## config.mk

```make
export PLATFORM = sky130hd
export DESIGN_NAME = instr_encoder_loader
export DESIGN_NICKNAME = d
export VERILOG_FILES = /design/src/rtl/instr_encoder_loader.sv
export SDC_FILE = /design/constraint.sdc
export NUM_CORES = 1
export LEC_CHECK = 0
export CORE_UTILIZATION = 64
export DETAILED_ROUTE_END_ITERATION = 10
export DONT_BUFFER_PORTS = 1
export GPL_ROUTABILITY_DRIVEN = 0
export PLACE_DENSITY = 0.83
export SLEW_MARGIN = 30
export SYNTH_ARGS = -nofsm -noshare
export SYNTH_HDL_FRONTEND = slang
export SYNTH_SLANG_ARGS = --single-unit
```

## constraint.sdc

```tcl
create_clock -name i_clk -period 2.8 [get_ports i_clk]
set_input_delay 0.14 -clock i_clk [delete_from_list [all_inputs] [get_ports i_clk]]
set_output_delay 0.14 -clock i_clk [all_outputs]
set_load 0.01 [all_outputs]
```

## src/rtl/instr_encoder_loader.sv

```systemverilog
// Instruction encoder and loader.
// Packs instruction field bundles into 32-bit words, buffers them in a
// 4-entry FIFO and writes them to consecutive instruction-memory words
// starting at a word-aligned base address.
module instr_encoder_loader (
   input  logic        i_clk,
   input  logic        i_rst_n,
   input  logic        i_start,
   input  logic        i_finish,
   input  logic [31:0] i_base_addr,
   input  logic        i_in_valid,
   output logic        o_in_ready,
   input  logic [3:0]  i_cond,
   input  logic [1:0]  i_mode,
   input  logic        i_imm,
   input  logic [3:0]  i_opcode,
   input  logic        i_s_bit,
   input  logic [3:0]  i_rn,
   input  logic [3:0]  i_rd,
   input  logic [23:0] i_operand,
   output logic        o_mem_we,
   input  logic        i_mem_ready,
   output logic [31:0] o_mem_addr,
   output logic [31:0] o_mem_wdata,
   output logic        o_busy,
   output logic        o_done,
   output logic [15:0] o_word_count,
   output logic [7:0]  o_err_count
);

   typedef enum logic [1:0] {
      IDLE  = 2'd0,
      RUN   = 2'd1,
      DRAIN = 2'd2,
      DONE  = 2'd3
   } stateT;

   stateT       r_state;
   stateT       w_nextState;

   logic [31:0] r_fifoMem [4];
   logic [1:0]  r_wrPtr;
   logic [1:0]  r_rdPtr;
   logic [2:0]  r_fifoCount;

   logic [31:0] r_addr;
   logic [15:0] r_wordCount;
   logic [7:0]  r_errCount;

   logic        w_fifoFull;
   logic        w_fifoEmpty;
   logic        w_accept;
   logic        w_illegal;
   logic        w_push;
   logic        w_pop;
   logic        w_startSession;
   logic [31:0] w_encWord;

   assign w_fifoFull     = (r_fifoCount == 3'd4);
   assign w_fifoEmpty    = (r_fifoCount == 3'd0);
   assign w_illegal      = (i_mode == 2'b11);
   assign w_startSession = (r_state == IDLE) && i_start;

   assign o_in_ready   = (r_state == RUN) && !w_fifoFull;
   assign o_mem_we     = !w_fifoEmpty && ((r_state == RUN) || (r_state == DRAIN));
   assign o_mem_wdata  = r_fifoMem[r_rdPtr];
   assign o_mem_addr   = r_addr;
   assign o_busy       = (r_state != IDLE);
   assign o_done       = (r_state == DONE);
   assign o_word_count = r_wordCount;
   assign o_err_count  = r_errCount;

   assign w_accept = i_in_valid && o_in_ready;
   assign w_push   = w_accept && !w_illegal;
   assign w_pop    = o_mem_we && i_mem_ready;

   // Build the instruction word from the field bundle; memory ops reuse the
   // data-processing layout with the opcode pinned to address-add, branches
   // carry the full 24-bit offset, and illegal bundles produce no word.
   always_comb begin
      w_encWord = '0;
      case (i_mode)
         2'b00:   w_encWord = {i_cond, i_mode, i_imm, i_opcode, i_s_bit,
                               i_rn, i_rd, i_operand[11:0]};
         2'b01:   w_encWord = {i_cond, i_mode, i_imm, 4'b0100, i_s_bit,
                               i_rn, i_rd, i_operand[11:0]};
         2'b10:   w_encWord = {i_cond, 4'b1010, i_operand};
         default: w_encWord = '0;
      endcase
   end

   // Session state register; reset always lands in IDLE.
   always_ff @(posedge i_clk or negedge i_rst_n) begin
      if (!i_rst_n) begin
         r_state <= IDLE;
      end else begin
         r_state <= w_nextState;
      end
   end

   // Session sequencing: start only matters in IDLE, finish only in RUN,
   // DRAIN waits for the FIFO to empty and DONE lasts exactly one cycle.
   always_comb begin
      w_nextState = r_state;
      case (r_state)
         IDLE:    if (i_start) w_nextState = RUN;
         RUN:     if (i_finish) w_nextState = DRAIN;
         DRAIN:   if (w_fifoEmpty) w_nextState = DONE;
         DONE:    w_nextState = IDLE;
         default: w_nextState = IDLE;
      endcase
   end

   // FIFO storage; cleared on reset so the write-data output reads zero.
   always_ff @(posedge i_clk or negedge i_rst_n) begin
      if (!i_rst_n) begin
         for (int i = 0; i < 4; i++) begin
            r_fifoMem[i] <= '0;
         end
      end else if (w_push) begin
         r_fifoMem[r_wrPtr] <= w_encWord;
      end
   end

   // FIFO pointers and occupancy; a push and pop on the same edge cancel in
   // the count, and the 2-bit pointers wrap naturally at four entries.
   always_ff @(posedge i_clk or negedge i_rst_n) begin
      if (!i_rst_n) begin
         r_wrPtr     <= '0;
         r_rdPtr     <= '0;
         r_fifoCount <= '0;
      end else begin
         if (w_push) begin
            r_wrPtr <= r_wrPtr + 2'd1;
         end
         if (w_pop) begin
            r_rdPtr <= r_rdPtr + 2'd1;
         end
         case ({w_push, w_pop})
            2'b10:   r_fifoCount <= r_fifoCount + 3'd1;
            2'b01:   r_fifoCount <= r_fifoCount - 3'd1;
            default: r_fifoCount <= r_fifoCount;
         endcase
      end
   end

   // Write address: loaded word-aligned when a session opens, then stepped
   // by one word for every completed memory write.
   always_ff @(posedge i_clk or negedge i_rst_n) begin
      if (!i_rst_n) begin
         r_addr <= '0;
      end else if (w_startSession) begin
         r_addr <= i_base_addr & ~32'h3;
      end else if (w_pop) begin
         r_addr <= r_addr + 32'd4;
      end
   end

   // Per-session statistics: cleared when a session opens, otherwise held
   // (including across IDLE) so software can read the last session's totals.
   always_ff @(posedge i_clk or negedge i_rst_n) begin
      if (!i_rst_n) begin
         r_wordCount <= '0;
         r_errCount  <= '0;
      end else if (w_startSession) begin
         r_wordCount <= '0;
         r_errCount  <= '0;
      end else begin
         if (w_pop) begin
            r_wordCount <= r_wordCount + 16'd1;
         end
         if (w_accept && w_illegal && (r_errCount != 8'hFF)) begin
            r_errCount <= r_errCount + 8'd1;
         end
      end
   end

endmodule

```

Word level (Yosys, flattened, before mapping)
Index checks and enable logic that the tools add are counted.
- bits in registers: 193
- input bits: 82
- output and inout port bits: 92
- logic and storage cells: 75
- $add $sub $neg: 7
- $lt $le $gt $ge: 3
- equal/unequal tests: 13
- muxes and demuxes: 18
- bitwise logic cells: 2
- reductions and logical operators: 21
- operators with widths (kind ; number):
    $mux W32 ; 5
    $bwmux W128 ; 1
    $pmux W32 S3 ; 1
    $bmux W32 S2 ; 1
    $demux W32 S2 ; 1
    $add A32 B3 Y32 const B ; 1
    $mux W16 ; 2
    $add A16 B1 Y16 const B ; 1
    $mux W8 ; 2
    $eq A2 B2 Y1 const B ; 5
    $logic_and A1 B1 Y1 ; 9
    $add A8 B1 Y8 const B ; 1
    $ne A8 B8 Y1 const B ; 1
    $pmux W2 S4 ; 1
    $reduce_bool A2 Y1 ; 4
    $eq A2 B1 Y1 const B ; 3
    $ge A3 B3 Y1 const B ; 2
    $mux W2 ; 3
    $ne A2 B2 Y1 const B ; 3
    $not A2 Y3 ; 2
    $pmux W3 S2 ; 1
    $add A2 B1 Y2 const B ; 2
    $logic_not A2 Y1 ; 2
    $add A3 B1 Y3 const B ; 1
    other kinds (7) ; 9

Logic depth before layout (Yosys ltp)
Gate-level depths: netlist of the first run.
- depth after elaboration: 8
- depth in mapped cells: 12
- mapped depth without buffers: 10

Least setup slack after synthesis of the first run
No wires, ideal clock.
- kind: flip-flop to flip-flop
- start point: register r_state[0]
- end point: register r_fifoCount[2]
- library setup time: 0.079 ns
- arrival time: 2.299 ns
- data required time: 2.721 ns
- path slack: 0.422 ns
- stages on the path, launching flop included: 13
- path buffers: 2
- clock period less this slack: 2.378 ns
- cell sequence: dfrtp_1 inv_1 ha_1 o311ai_4 buf_6 inv_2 buf_6 ha_1 inv_1 fa_1 xor2_1 nor2_1 xor2_1
- longest elaborated chain between the ends: 6
- elaborated cells on any way between the ends: 12
- classes of those cells: eq/ne (4); mux (1); reduce/logical (7)
- ends and longest elaborated chain (element ; line ; text):
    start: declaration ; 38 ; stateT r_state;
    start signal: assignment ; 97 ; r_state <= w_nextState;
    $eq A2 B1 Y1 / $eq A2 B2 Y1 (equally long branches) ; 65 ; assign o_mem_we = !w_fifoEmpty && ((r_state == RUN) || (r_state == DRAIN));
    $logic_or A1 B1 Y1 (*) ; 65 ;
    $logic_and A1 B1 Y1 (*) ; 65 ;
    $logic_and A1 B1 Y1 (*) ; 75 ; assign w_pop = o_mem_we && i_mem_ready;
    named net w_pop ; 55 ; logic w_pop;
    $eq A2 B1 Y1 / $eq A2 B2 Y1 (equally long branches) ; 139 ; case ({w_push, w_pop})
    $pmux W3 S2 / $reduce_bool A2 Y1 (equally long branches) ; -- ;
    end signal: assignment ; 140 ; 2'b10: r_fifoCount <= r_fifoCount + 3'd1;
    end signal: assignment ; 141 ; 2'b01: r_fifoCount <= r_fifoCount - 3'd1;
    end signal: assignment ; 142 ; default: r_fifoCount <= r_fifoCount;
    end: declaration ; 44 ; logic [2:0] r_fifoCount;
Mark *: on every way through the listed nets, which the timed path passes. The rest lies on a longest branch.
A chain may end at the register's enable or synchronous reset.

Worst setup path after layout of the first run
- start point: register r_state[1]
- end point: register r_addr[22], in the netlist o_mem_addr[22]
- longest elaborated chain between the ends: 5
- elaborated cells on any way between the ends: 9
- classes of those cells: eq/ne (2); mux (1); reduce/logical (6)
- ends and longest elaborated chain (element ; line ; text):
    $eq A2 B1 Y1 / $eq A2 B2 Y1 (equally long branches) ; 65 ;
    $logic_or A1 B1 Y1 ; 65 ;
    $logic_and A1 B1 Y1 ; 65 ;
    $logic_and A1 B1 Y1 ; 75 ;
    $reduce_bool A2 Y1 (no line) ; -- ;
    end signal: assignment ; 153 ; r_addr <= i_base_addr & ~32'h3;
    end signal: assignment ; 155 ; r_addr <= r_addr + 32'd4;
    end: declaration ; 46 ; logic [31:0] r_addr;
Parallel ways exist; a longest one is shown, timed or not.

==> qor.yml, run 1 <==
outcome:
  status: "finished with violations"
  failed_checks: "negative hold slack"
routing:
  drtAntennaViolNets: 0
  drcViolationCount: 0
  vias_per_cell: 6.21
  vias: 6331
  first_pass_iters: 5
  drt_iter0_markers: 475
  wirelength_mm: 20.9
  post_drt_wl_per_cell_um: 20.5
cells_and_area:
  drive_above_1_share_pct: 19.1
  syn_to_final_growth_pct: 13.8
  final_cell_mix: "190 x dfrtp_1, 113 x nand2_1, 77 x o21ai_0, 68 x dlygate4sd3_1, 48 x mux2_4"
  diodes: 0
  layout_commonest_cell: "dfrtp_1"
  stdcell_count: 1019
  layout.nets: 922
die:
  die_y_um: 123
  coreArea_um2: 14100
  die-area_um2: 15200
  chipWidth_um: 123
  rows: 43
  initial_core_util_pct: 66.6
  num_io_pins: 174
power:
  pwr_density_cell_nw_per_um2: 1060
  ir_drop_v: 0.000715
  cellLeakagePower_nw: 4.80
setup_path:
  critPathMaxFanout: 8
  critPathLaunchType: "flip-flop"
  critPathKind: "reg -> reg"
  worstSetupEndpointType: "flip-flop"
  arrival_ns: 2.74
  worstPathRequired_ns: 3.08
sta:
  post-route-min-period_ns: 2.46
  post-route-period-util_pct: 87.8
  fmax_mhz: 407
  hold_ws_ns: -0.598
  hold_viol_final: 191
  grt_setup_unrepaired: "no"
  maxSlewViolCount: 0
  slew_headroom_pct: 41.4
  skew_ns: 0.0104
  worstMarginPinSlew_ns: 0.875
  setup-violations-final: 0
  final.setup.tns_ns: 0
clock_network:
  clk_latency_ns: 0.43
  clock_path_buffers: 2
  cts.sinks: 191
  htreeDepth: 4
  clk_pin_slew_ns: 0.07
  postCtsHoldBufs: 68
  cts-resized-gates: 0
  clockRootBuffer: "clkbuf_16"
  numCtsBuffers: 17
  cts_tree: "done"
  cts_setup_buffers: 0
synthesis:
  syn_inst: 774
  synth_top_area_share_pct: 50.9
  synthFlopType: "dfrtp_1"
  async_flop_share_pct: 100
  syn_area_um2: 9390
  synth_area_leaders: "dfrtp_1 51%, mux2_4 7.7%, mux4_2 7.7%"
  ys_seq_elements: 191
  synth_edf_count: 0
  synth_area_leader_cell: "dfrtp_1"
  syn_area_per_cell_um2: 12.1
  ys_seq_area_share_pct: 50.9
  yosys_warnings: 0
  synthDistinctLibCells: 48
hold_path:
  hold_class: "in -> async"
global_routing:
  grt_pass1_wl_mm: 33.5
  antenna_found_initial: 0
  grt_overflow: 0
  grt_pass1_vias: 6812
  grt_max_degree: 192
  grt_usage_pct: 29.1
place:
  io_buffers: 0
  dpl.hpwl_mm: 12.9
  dp_cells: 919
job:
  max_cap_violations: 0
metal layers:
metal	wire, um	vias to the layer above	global-route usage, %
met3	1830	43	8.90
met5	0	-	0
met1	8210	3193	34.5
met4	484	0	14.0
li1	-	2807	-
met2	10400	288	48.3
final timing paths:
check | start | to | slack [ns] | cells after the start
min reg2reg | r_rdPtr[1]$_DFFE_PN0P_ | r_rdPtr[1]$_DFFE_PN0P_ | 0.47 | 1
max | r_state[1]$_DFFE_PN0P_ | o_mem_addr[22]$_DFFE_PN0N_ | 0.34 | 8
min | i_rst_n | r_fifoMem[103]$_DFFE_PN0P_ | -0.60 | 0
max in group asynchronous | i_rst_n | r_rdPtr[0]$_DFFE_PN0P_ | 3.19 | 0
min in group i_clk | i_rd[2] | r_fifoMem[46]$_DFFE_PN0P_ | 0.02 | 2
max reg2reg | r_state[1]$_DFFE_PN0P_ | o_mem_addr[22]$_DFFE_PN0N_ | 0.34 | 8
cells by family (layout without fill, tap and decap cells):
group	count (synthesis)	in the layout	synth area share [%]
multiplexers	108	108	18.7
adder cells (fa/ha/maj)	14	14	1.95
flip-flops	191	191	50.9
AND/OR/NAND/NOR	238	238	12.9
buffers and inverters	59	123	4.01
AO/OA/AOI/OAI	109	109	6.46
XOR/XNOR	54	54	5.04
other	1	2	0.0399
layout make-up:
cell class,instances,area (um^2)
fill,851,3420
timing repair buffer,74,751
inverter,17,63.8
sequential,191,4780
multi-input combinational,525,4240
tap,180,225
clock inverter,12,155
clock buffer,20,467
flip-flops by register name, summed over array words and instances (netlist names):
name	count
r_fifoMem	128
o_mem_addr	30
o_word_count	16
o_err_count	8
r_fifoCount	3
r_rdPtr	2
r_state	2
r_wrPtr	2
power by group:
part | switching (mW) | internal, mW
sequential | 1.05 | 3.88
clock | 1.05 | 1.48
combinational | 1.89 | 1.98
synth_stat cells (all sizes together), types with 17 or more instances:
master,n
xor2,39
o21ai,82
nand2,117
buf,27
mux4,32
nor2,45
inv,17
dfrtp,191
mux2,73
nand4,18
nand3,24
worst max-delay path: stages, from the launching register on:
cell and delay (ns):
dfrtp_1 0.40, inv_1 0.11, ha_1 0.39, o311ai_4 0.24, buf_4 0.26, nor4_4 0.40
nand3_1 0.20, xor2_1 0.21, a21oi_1 0.09
stage by stage:
step	util [%]	worst slack (ns)	hold WS, ns	total power [mW]	area, um^2
floorplan	-	0.422	-0.156	7.86	9390
global placement	66.5	0.548	-0.149	8.40	9380
detailed placement	66.5	0.424	-0.149	8.70	9380
CTS	75.8	0.392	-0.618	11.3	10700
global route	75.8	0.212	-0.624	11.9	10700
finish	75.8	0.342	-0.598	11.3	10700
Power figures use the tool's default switching activity.
==> inputs of run 2 (changes only) <==
--- a/config.mk
+++ b/config.mk
@@ -5,11 +5,13 @@
 export SDC_FILE = /design/constraint.sdc
 export NUM_CORES = 1
 export LEC_CHECK = 0
+export CORE_MARGIN = 2
 export CORE_UTILIZATION = 64
 export DETAILED_ROUTE_END_ITERATION = 10
 export DONT_BUFFER_PORTS = 1
 export GPL_ROUTABILITY_DRIVEN = 0
 export PLACE_DENSITY = 0.83
+export RECOVER_POWER = 100
 export SLEW_MARGIN = 30
 export SYNTH_ARGS = -nofsm -noshare
 export SYNTH_HDL_FRONTEND = slang
==> run 2 against run 1 <==
Against the previous run:
- the flow still finishes with violations (negative hold slack)
- die area up 3.3%
- cell count up 0.49%
- critical path depth unchanged
- combinational power down 7.2%
- cell area down 2.4%
- first-iteration DRC count up 32%
- highest routed layer unchanged
==> qor.yml, run 2 (same netlist as run 1, synthesis figures left out) <==
sta:
  skew_ns: 0.00893  # -0.00149 ns
  setup-violations-final: 0  # unchanged
  grt_setup_unrepaired: "no"
  fmax_mhz: 394  # -3.1%
  worstMarginPinSlew_ns: 1.37  # +0.491 ns
  slew_headroom_pct: 8.85  # -33 points
  maxSlewViolCount: 0  # unchanged
  post-route-min-period_ns: 2.54  # +0.0786 ns
  post-route-period-util_pct: 90.6  # +2.8 points
  hold_ws_ns: -0.603  # -0.00429 ns
  final.setup.tns_ns: 0  # unchanged
  hold_viol_final: 191  # unchanged
routing:
  drtAntennaViolNets: 0  # unchanged
  vias: 6505  # +2.7%
  vias_per_cell: 6.35  # +2.2%
  drt-met1-wl_mm: 8.38  # +2.0%
  wl_met2_mm: 11.9  # +14%
  drt_iter0_markers: 629  # +32%
  drcViolationCount: 0  # unchanged
  post_drt_wl_per_cell_um: 22.6  # +9.8%
  first_pass_iters: 5  # unchanged
  highest_layer: "met4"
  wirelength_mm: 23.1  # +10%
  dr_wl_met3_mm: 1.96  # +6.7%
setup_path:
  critPathCapture: "o_mem_addr[22]$_DFFE_PN0N_"
  crit_path_start: "r_state[1]$_DFFE_PN0P_"
  critPathLaunchType: "flip-flop"
  crit_chain: "inv_1 > ha_1 > o311ai_4 > clkbuf_2 > nor4_2 > nand3_1 > xor2_1 > a21oi_1"
  crit_path_max_incr_delay_ns: 0.53  # +0.13 ns
  critPathMaxFanout: 10  # +2
  worstPathRequired_ns: 3.16  # +0.08 ns
  arrival_ns: 2.89  # +0.15 ns
  r2r_cells: 8  # unchanged
  cp_slowest_cell: "nor4_2"
  reg2reg_slack_ns: 0.26  # -0.08 ns
  r2r_start: "r_state[1]$_DFFE_PN0P_"
  timing.rr.end: "o_mem_addr[22]$_DFFE_PN0N_"
  worstSetupEndpointType: "flip-flop"
  critPathKind: "reg -> reg"
clock_network:
  numCtsBuffers: 17  # unchanged
  clk_pin_slew_ns: 0.07  # about the same
  clk_latency_ns: 0.43  # about the same
  cts_setup_buffers: 0  # unchanged
  postCtsHoldBufs: 68  # unchanged
  clock_path_buffers: 2  # unchanged
  cts.sinks: 191  # unchanged
  clockRootBuffer: "clkbuf_16"
  cts-resized-gates: 0  # unchanged
  cts_tree: "done"
  htreeDepth: 4  # unchanged
outcome:
  status: "finished with violations"
  failed_checks: "negative hold slack"
global_routing:
  grt_pass1_wl_mm: 37.6  # +12%
  grt_pass1_vias: 7005  # +2.8%
  grt_max_degree: 192  # unchanged
  grt_usage_pct: 30.6  # +1.6 points
  antenna_found_initial: 0  # unchanged
  grt_overflow: 0  # unchanged
place:
  io_buffers: 0  # unchanged
  dpl.hpwl_mm: 13.2  # +2.2%
die:
  coreArea_um2: 14400  # +2.3%
  initial_core_util_pct: 65.1  # -1.5 points
  die-area_um2: 15700  # +3.3%
  num_io_pins: 174  # unchanged
  rows: 44  # +2.3%
  die_y_um: 125  # +1.6%
  chipWidth_um: 125  # +1.6%
job:
  max_cap_violations: 0  # unchanged
cells_and_area:
  final_cell_mix: "190 x dfrtp_1, 113 x nand2_1, 81 x o21ai_0, 68 x dlygate4sd3_1, 48 x mux2_1"
  layout_commonest_cell: "dfrtp_1"
  utilization_pct: 72.3  # -3.5 points
  layout.nets: 924  # +0.22%
  largest-register: "r_fifoMem"
  drive_above_1_share_pct: 12.6  # -6.5 points
  syn_to_final_growth_pct: 11.1
  largest_reg_flops: 128  # unchanged
  diodes: 0  # unchanged
power:
  cellLeakagePower_nw: 4.53  # -5.5%
  ir_drop_v: 0.000724  # +1.2%
  p_total_mw: 11.0  # -2.7%
  pwr_density_cell_nw_per_um2: 1060  # -0.39%
hold_path:
  hold_class: "in -> async"
==> run 2: cell count changes in the layout (fill, tap and decap cells not counted), moves of 2 or more <==
cell,change
clkinv_2,+2
o21ai_0,+4
clkbuf_2,+2
buf_4,-2
and2_0,+2
mux2_4,-48
clkbuf_1,+4
mux2_1,+48
o21ai_1,-4
==> run 2: power breakdown <==
part	switching, mW	internal [mW]
Combinational	1.92	1.68
Sequential	1.13	3.88
Clock	1.04	1.38
==> run 2: stage by stage <==
step / std cells / worst slack [ns] / instance area [um^2]
after floorplan: 775 / 0.422 / 9390
after global placement: 925 / 0.535 / 9390
after detailed placement: 925 / 0.430 / 9390
after CTS: 1024 / 0.404 / 10600
after global routing: 1024 / 0.140 / 10400
final: 1024 / 0.263 / 10400
==> run 2: layer usage <==
metal | GRT usage, % | vias to the layer above
met1 | 36.2 | 3251
met5 | 0 | -
met4 | 13.7 | 0
met3 | 9.58 | 79
li1 | - | 2808
met2 | 51.8 | 367
==> run 2: worst max-delay path, delay by kind of cell, from the launching register on <==
family          cells  cell delay (ns)
simple gates        2             0.72
compound gates      2             0.41
buf+inv             2             0.36
fa+ha+maj           1             0.39
xor+xnor            1             0.17
flops               1             0.40
==> run 2: final cells by class <==
| type | count | area (um^2) |
|---|---|---|
| clock buffer | 21 | 470 |
| clock inverter | 10 | 110 |
| fill | 944 | 4000 |
| inverter | 17 | 63.8 |
| multi-input combinational | 525 | 4040 |
| sequential | 191 | 4780 |
| tap | 184 | 230 |
| timing repair buffer | 76 | 737 |
==> run 2: worst min path at each step <==
| stage | startpoint | endpoint |
|---|---|---|
| 3_5_place_dp | i_rst_n | r_fifoMem[104]$_DFFE_PN0P_ |
| 2_1_floorplan | i_rst_n | o_err_count[0]$_DFFE_PN0P_ |
| 6_report | i_rst_n | r_fifoMem[104]$_DFFE_PN0P_ |
| 5_1_grt | i_rst_n | r_fifoMem[103]$_DFFE_PN0P_ |
| 3_3_place_gp | i_rst_n | r_fifoMem[104]$_DFFE_PN0P_ |
| 4_1_cts | i_rst_n | r_fifoMem[101]$_DFFE_PN0P_ |
